[src/rtl/gip_rfw_writeback.sv]
// Register-file write-back: merges mem-read and ALU results onto one write port with a one-entry ALU hold.
// Optional forwarding of the last write is enabled by defining GIP_RFW_FORWARD_EN.
module gip_rfw_writeback #(
  parameter int         DATA_WIDTH   = 32,
  parameter logic [2:0] RD_TYPE_NONE = 3'b000
) (
  input  logic                  gip_clock,
  input  logic                  gip_reset,
  input  logic [2:0]            alu_rd__type,
  input  logic [4:0]            alu_rd__r,
  input  logic                  alu_use_shifter,
  input  logic [DATA_WIDTH-1:0] alu_shifter_result,
  input  logic [DATA_WIDTH-1:0] alu_arith_logic_result,
  input  logic [2:0]            mem_rfw_rd__type,
  input  logic [4:0]            mem_rfw_rd__r,
  input  logic [DATA_WIDTH-1:0] mem_rfw_data,
  output logic                  rfw_accepting_alu_rd,
  output logic                  rf_write_enable,
  output logic [2:0]            rf_write_rd__type,
  output logic [4:0]            rf_write_rd__r,
  output logic [DATA_WIDTH-1:0] rf_write_data,
  output logic [2:0]            rfw_rd__type,
  output logic [4:0]            rfw_rd__r,
  output logic [DATA_WIDTH-1:0] rfw_data
);

  logic                  hold_valid_reg, hold_valid_next;
  logic [2:0]            hold_type_reg, hold_type_next;
  logic [4:0]            hold_r_reg, hold_r_next;
  logic [DATA_WIDTH-1:0] hold_data_reg, hold_data_next;

  logic                  wr_en_reg, wr_en_next;
  logic [2:0]            wr_type_reg, wr_type_next;
  logic [4:0]            wr_r_reg, wr_r_next;
  logic [DATA_WIDTH-1:0] wr_data_reg, wr_data_next;

  logic                  mem_valid, alu_valid, alu_take;
  logic [DATA_WIDTH-1:0] alu_data;
  logic                  hold_hits_mem, alu_hits_mem;

  assign mem_valid     = (mem_rfw_rd__type != RD_TYPE_NONE);
  assign alu_valid     = (alu_rd__type != RD_TYPE_NONE);
  assign alu_data      = alu_use_shifter ? alu_shifter_result : alu_arith_logic_result;
  assign hold_hits_mem = (hold_type_reg == mem_rfw_rd__type) && (hold_r_reg == mem_rfw_rd__r);
  assign alu_hits_mem  = (alu_rd__type == mem_rfw_rd__type) && (alu_rd__r == mem_rfw_rd__r);

  // Accept depends only on hold occupancy and mem activity, never on the ALU inputs.
  assign rfw_accepting_alu_rd = gip_reset | ~hold_valid_reg | ~mem_valid;
  assign alu_take             = alu_valid & rfw_accepting_alu_rd;

  always_comb begin
    hold_valid_next = hold_valid_reg;
    hold_type_next  = hold_type_reg;
    hold_r_next     = hold_r_reg;
    hold_data_next  = hold_data_reg;
    wr_en_next      = 1'b0;
    wr_type_next    = wr_type_reg;
    wr_r_next       = wr_r_reg;
    wr_data_next    = wr_data_reg;
    if (mem_valid) begin
      wr_en_next = 1'b1;
      if (hold_valid_reg && hold_hits_mem) begin
        // The held ALU result is younger than the mem result to the same register: it wins.
        wr_type_next    = hold_type_reg;
        wr_r_next       = hold_r_reg;
        wr_data_next    = hold_data_reg;
        hold_valid_next = 1'b0;
      end else if (!hold_valid_reg && alu_take && alu_hits_mem) begin
        wr_type_next = alu_rd__type;
        wr_r_next    = alu_rd__r;
        wr_data_next = alu_data;
      end else begin
        wr_type_next = mem_rfw_rd__type;
        wr_r_next    = mem_rfw_rd__r;
        wr_data_next = mem_rfw_data;
        if (!hold_valid_reg && alu_take) begin
          hold_valid_next = 1'b1;
          hold_type_next  = alu_rd__type;
          hold_r_next     = alu_rd__r;
          hold_data_next  = alu_data;
        end
      end
    end else if (hold_valid_reg) begin
      wr_en_next      = 1'b1;
      wr_type_next    = hold_type_reg;
      wr_r_next       = hold_r_reg;
      wr_data_next    = hold_data_reg;
      hold_valid_next = alu_take;
      if (alu_take) begin
        hold_type_next = alu_rd__type;
        hold_r_next    = alu_rd__r;
        hold_data_next = alu_data;
      end
    end else if (alu_take) begin
      wr_en_next   = 1'b1;
      wr_type_next = alu_rd__type;
      wr_r_next    = alu_rd__r;
      wr_data_next = alu_data;
    end
  end

  always_ff @(posedge gip_clock) begin
    if (gip_reset) begin
      hold_valid_reg <= 1'b0;
      hold_type_reg  <= RD_TYPE_NONE;
      hold_r_reg     <= '0;
      hold_data_reg  <= '0;
      wr_en_reg      <= 1'b0;
      wr_type_reg    <= RD_TYPE_NONE;
      wr_r_reg       <= '0;
      wr_data_reg    <= '0;
    end else begin
      hold_valid_reg <= hold_valid_next;
      hold_type_reg  <= hold_type_next;
      hold_r_reg     <= hold_r_next;
      hold_data_reg  <= hold_data_next;
      wr_en_reg      <= wr_en_next;
      wr_type_reg    <= wr_type_next;
      wr_r_reg       <= wr_r_next;
      wr_data_reg    <= wr_data_next;
    end
  end

  assign rf_write_enable   = wr_en_reg;
  assign rf_write_rd__type = wr_type_reg;
  assign rf_write_rd__r    = wr_r_reg;
  assign rf_write_data     = wr_data_reg;

`ifdef GIP_RFW_FORWARD_EN
  always_comb begin
    rfw_rd__type = RD_TYPE_NONE;
    rfw_rd__r    = '0;
    rfw_data     = '0;
    if (wr_en_reg) begin
      rfw_rd__type = wr_type_reg;
      rfw_rd__r    = wr_r_reg;
      rfw_data     = wr_data_reg;
    end else if (hold_valid_reg) begin
      rfw_rd__type = hold_type_reg;
      rfw_rd__r    = hold_r_reg;
      rfw_data     = hold_data_reg;
    end
  end
`else
  assign rfw_rd__type = RD_TYPE_NONE;
  assign rfw_rd__r    = '0;
  assign rfw_data     = '0;
`endif

endmodule

[config.mk]
export PLATFORM = sky130hd
export DESIGN_NAME = gip_rfw_writeback
export DESIGN_NICKNAME = d
export VERILOG_FILES = /design/src/rtl/gip_rfw_writeback.sv
export SDC_FILE = /design/constraint.sdc
export NUM_CORES = 1
export LEC_CHECK = 0
export CAP_MARGIN = 10
export CORE_MARGIN = 2
export CORE_UTILIZATION = 40
export DETAILED_ROUTE_END_ITERATION = 7
export PLACE_DENSITY = 0.73
export SYNTH_ARGS = -nofsm -noshare
export SYNTH_HDL_FRONTEND = slang
export SYNTH_SLANG_ARGS = --single-unit
[constraint.sdc]
create_clock -name gip_clock -period 2.5 [get_ports gip_clock]
set_input_delay 0.5 -clock gip_clock [delete_from_list [all_inputs] [get_ports gip_clock]]
set_output_delay 0.5 -clock gip_clock [all_outputs]
set_load 0.02 [all_outputs]
* Word level (Yosys, flattened, before mapping)
Index checks and enable logic that the tools add are counted.
** Cells by class
- $add $sub $neg :: 0
- $mul :: 0
- Div/mod/pow operators :: 0
- Magnitude comparators :: 0
- Equality and inequality tests :: 9
- Shift-type cells :: 0
- Mux-type cells :: 39
- Bitwise logic cells :: 5
- Reduce and logical (&&, ||, !) cells :: 13
** Operator list (count)
- 32-bit 2-to-1 mux :: 11
- 5-bit 2-to-1 mux :: 10
- 3-bit 2-to-1 mux :: 10
- 5-bit == test :: 2
- 3-bit nonzero test :: 3
- 1-bit 2-to-1 mux :: 8
- 3-bit == test :: 2
- 1-bit logical AND :: 5
- 5-bit AND reduction :: 1
- 2-bit != test (second input constant) :: 2
- 2-bit nonzero test :: 2
- 3-bit by 1-bit != test with 1-bit output (second input constant) :: 1
- 3-bit != test (second input constant) :: 1
- 2-bit by 1-bit != test with 1-bit output (second input constant) :: 1
- 1-bit inverter :: 2
- 1-bit OR :: 2
- 2-bit AND reduction :: 1
- 1-bit bitwise AND :: 1
- 1-bit logical NOT :: 1
** Storage, ports and cells
- Bits in registers :: 82
- Bits in latches :: 0
- RAM bits :: 0
- ROM bits :: 0
- Bits of input ports :: 115
- Output and inout port bits :: 82
- Logic and storage cells :: 74
- Memories kept :: 0

* Logic depth before layout (Yosys ltp)
- Word-level depth :: 9
- Depth in mapped cells :: 9
- Mapped depth without buffers :: 5

* Least setup slack after synthesis
Ideal clock, no wire load.
- Kind :: input-to-reg
- Start :: input mem_rfw_rd__type[1]
- End :: register wr_data_reg[16], in the netlist rf_write_data[16]
- Library setup time :: 0.070 ns
- Arrival time :: 1.943 ns
- Required time :: 2.430 ns
- Setup slack :: 0.487 ns
- Cell stages on the path :: 8
- Buffers on the path :: 4
- Cell sequence :: buf_2 or3_1 buf_2 o31a_1 buf_2 clkbuf_1 o41ai_1 o21bai_1
** Between the ends
- Word-level cells in the longest chain between the ends :: 9
- Elaborated cells on any way between the ends :: 15
- Classes of those cells :: 2 x eq/ne; 3 x mux; 3 x bitwise; 7 x reduce/logical
** Ends and longest elaborated chain
- start, declared :: RTL line 14 : input logic [2:0] mem_rfw_rd__type,
- 3-bit nonzero test :: RTL line 41 : assign mem_valid = (mem_rfw_rd__type != RD_TYPE_NONE);
- 1-bit inverter :: RTL line 48 : assign rfw_accepting_alu_rd = gip_reset | ~hold_valid_reg | ~mem_valid;
- 1-bit OR :: RTL line 48
- 1-bit bitwise AND :: RTL line 49 : assign alu_take = alu_valid & rfw_accepting_alu_rd;
- 1-bit logical AND (2 in a row) :: RTL line 68 : end else if (!hold_valid_reg && alu_take && alu_hits_mem) begin
- 32-bit 2-to-1 mux :: RTL line 68
- 32-bit 2-to-1 mux :: RTL line 62 : if (hold_valid_reg && hold_hits_mem) begin
- 32-bit 2-to-1 mux :: RTL line 60 : if (mem_valid) begin
- end signal, assigned :: RTL line 120 : wr_data_reg <= wr_data_next;
- end, declared :: RTL line 35 : logic [DATA_WIDTH-1:0] wr_data_reg, wr_data_next;
Parallel ways exist; a longest one is shown, timed or not.
A chain may end at the register's enable or synchronous reset.

* Final worst setup path
- Start :: input mem_rfw_rd__type[2]
- End :: register wr_data_reg[1], in the netlist rf_write_data[1]
The elaborated chain is that of the path after synthesis.

==> metrics.txt <==
critical path, cell by cell clkdlybuf4s50_1 > buf_4 > xnor2_1 > nand4_1 > o31a_2 > buf_4 > o41ai_1 > o21bai_1; Buffers & Inverters on Critical Path 3; n_diodes 0; most frequent cell after synthesis dfxtp_1; crit path time final 2360 ps; most used routing layer met2; Startpoint Class input pin; Yosys top cell by area dfxtp_1; library cells used by synthesis 46; syn avg cell area 9.09 µm²; vias 5080; largest family of logic cells by synthesized area compound AO/OA/AOI/OAI gates; Max Clock Skew 8.57 ps; die height 120 µm; final hold violation count 0; status complete, no violations; Worst VDD drop 327 µV; Async S/R FF share, synth 0%; final net count 866; M2 GR Usage 37.3%; largest net degree at the start of global routing 70; DR iter-0 viols 229; die area 0.0144 mm²; Yosys warnings 0; detailed placement HPWL 11000 µm; CTS max path bufs 2; Synth Area in Compound Gates 31.2%; DRT Wirelength 15500 µm; multi-input gate area in the final layout 0.00321 mm²; CTS tree done; clock latency on the worst-skew pair 340 ps; commonest cells in the synthesized netlist dfxtp_1 (82), buf_4 (41), mux2i_1 (37); # DRC 0; number of synthesized flops with an enable pin 0; Root Driver clkbuf_16; I/O Pins 197; GRT met3 Usage 3.80%; ys flop type dfxtp_1; gpl congestion 0.904; Leak Pwr 3.04 nW; GRT met1 Usage 26.1%; Final Slew Violations 0; Simple-Gate Fraction of Synth Area 8.51%; sequential cell area 0.00164 mm²; Starting Density 40.8%; required time worst endpoint 2770 ps; mux share of post-synthesis cell area 13.6%; WP data arrival 2630 ps; crit-path leading delay family compound AO/OA/AOI/OAI gates; vias in the first global route 5046; most used cell, CP buf_4; PortBufs 156; area share of the largest cell type after synthesis 30.5%; Seq/Total Area, Yosys 30.5%; Setup TNS 0 ps; total number of H-tree levels 3; number of core rows 42; Least-Margin Pin Slew 571 ps; Final ANT Viol Nets 0; WL/cell 16.6 µm; Mapped Area 0.00538 mm²; Max Cap Viol 0; CP max stage delay 490 ps; Clk pin slew, worst setup/hold paths 60 ps; Worst Path Class, Setup in2reg; Slowest-stage cell, CP clkdlybuf4s50_1; Finish-stage setup viols 0; Post-Syn Instances 592; CTS Buf Count 9; Vias/cell 5.45; Synth Area in Adders 0%; final total power 3.96 mW; XOR/XNOR share of the synthesized area 2.60%; fmax 425 MHz; Area Growth Syn to Fin 41.6%; Slew HR 62.0%; Die X-Extent 120 µm; Core Util, Final 57.8%; fin crit share 94.2%; flops & latches, synth 82; power density over the cells 520 mW/mm²; drt pass-1 iters 5; # fillers 1152; layout cells sized above 1 19.4%; critical path endpoint category register; Synth area leaders dfxtp_1 (30%), a211oi_2 (7.0%), mux2i_1 (6.9%); first-pass GRT wire length 24900 µm; GRT Total Usage 21.2%; Critical Path Fanout Max 12; core area 0.0132 mm²; # clock sinks 82; antenna violations before repair 0; HP Class reg2reg; total gr overflow 0
[worst reg2reg max path, delay by kind of cell (launching register included)]
family	cells	cell delay, ps
AO/OA/AOI/OAI	3	890
AND/OR/NAND/NOR	1	190
XOR/XNOR	1	160
buffers and inverters	1	220
flip-flops	1	410
[layout make-up]
type / count / share of cell area, %
multi-input combinational: 412 / 42.2
clock inverter: 5 / 1.03
clock buffer: 11 / 3.05
tap: 176 / 2.89
inverter: 35 / 1.72
sequential: 82 / 21.5
timing repair buffer: 211 / 27.6
[through the flow]
stage	setup slack, ps	hold WS (ps)	area (µm²)	instances
after floorplan	487	440	5530	631
after global placement	-215	454	7270	915
after detailed placement	-350	457	7270	915
after CTS	71.6	468	7580	931
after global routing	-2.41	483	7620	932
final	145	466	7620	932
[worst paths after layout]
kind	start	endpoint	slack (ps)	depth (start not counted)
setup / recovery	mem_rfw_rd__type[2]	rf_write_data[1]	140	8
hold / removal	hold_data_reg[28]	hold_data_reg[28]	470	2
setup reg to reg	hold_type_reg[2]	rf_write_data[1]	560	6
hold reg to reg	hold_data_reg[28]	hold_data_reg[28]	470	2
[cells by family after synthesis]
| family | after synthesis |
|---|---|
| flip-flops | 82 |
| AND/OR/NAND/NOR | 87 |
| XOR/XNOR | 16 |
| multiplexers | 69 |
| other | 1 |
| AO/OA/AOI/OAI | 200 |
| buffers and inverters | 137 |
[layout by cell type (no fill, tap or decap), drive strengths merged, types with 9 or more instances in the layout]
| cell type | count |
|---|---|
| o21bai | 29 |
| nor2 | 11 |
| dfxtp | 82 |
| nand2b | 29 |
| o21ai | 17 |
| clkdlybuf4s50 | 153 |
| buf | 57 |
| nand2 | 21 |
| conb | 40 |
| clkbuf | 11 |
| inv | 35 |
| mux2i | 37 |
| a21oi | 11 |
| o2111ai | 29 |
| mux2 | 32 |
| nand3 | 9 |
| o41ai | 29 |
| a211oi | 64 |
[metal layers]
layer	wire length, µm	up-vias
met5	0	-
met4	197	0
met3	888	16
met2	7840	184
met1	6560	2418
li1	-	2462
[power breakdown]
| part | switching (mW) | internal [mW] | total, mW |
|---|---|---|---|
| Clock | 0.531 | 0.874 | 1.40 |
| Sequential | 0.0595 | 1.43 | 1.49 |
| Combinational | 0.540 | 0.531 | 1.07 |
| Total | 1.13 | 2.83 | 3.96 |
[what timing repair did]
action | CTS | global route
setup endpoints to repair | 2 | 26
resized for setup | 2 | 4
hold buffers | 0 | 0
cloned | 0 | 0
buffers inserted | 0 | 1
pin swaps | 0 | 1
(Power assumes the default switching activity.)
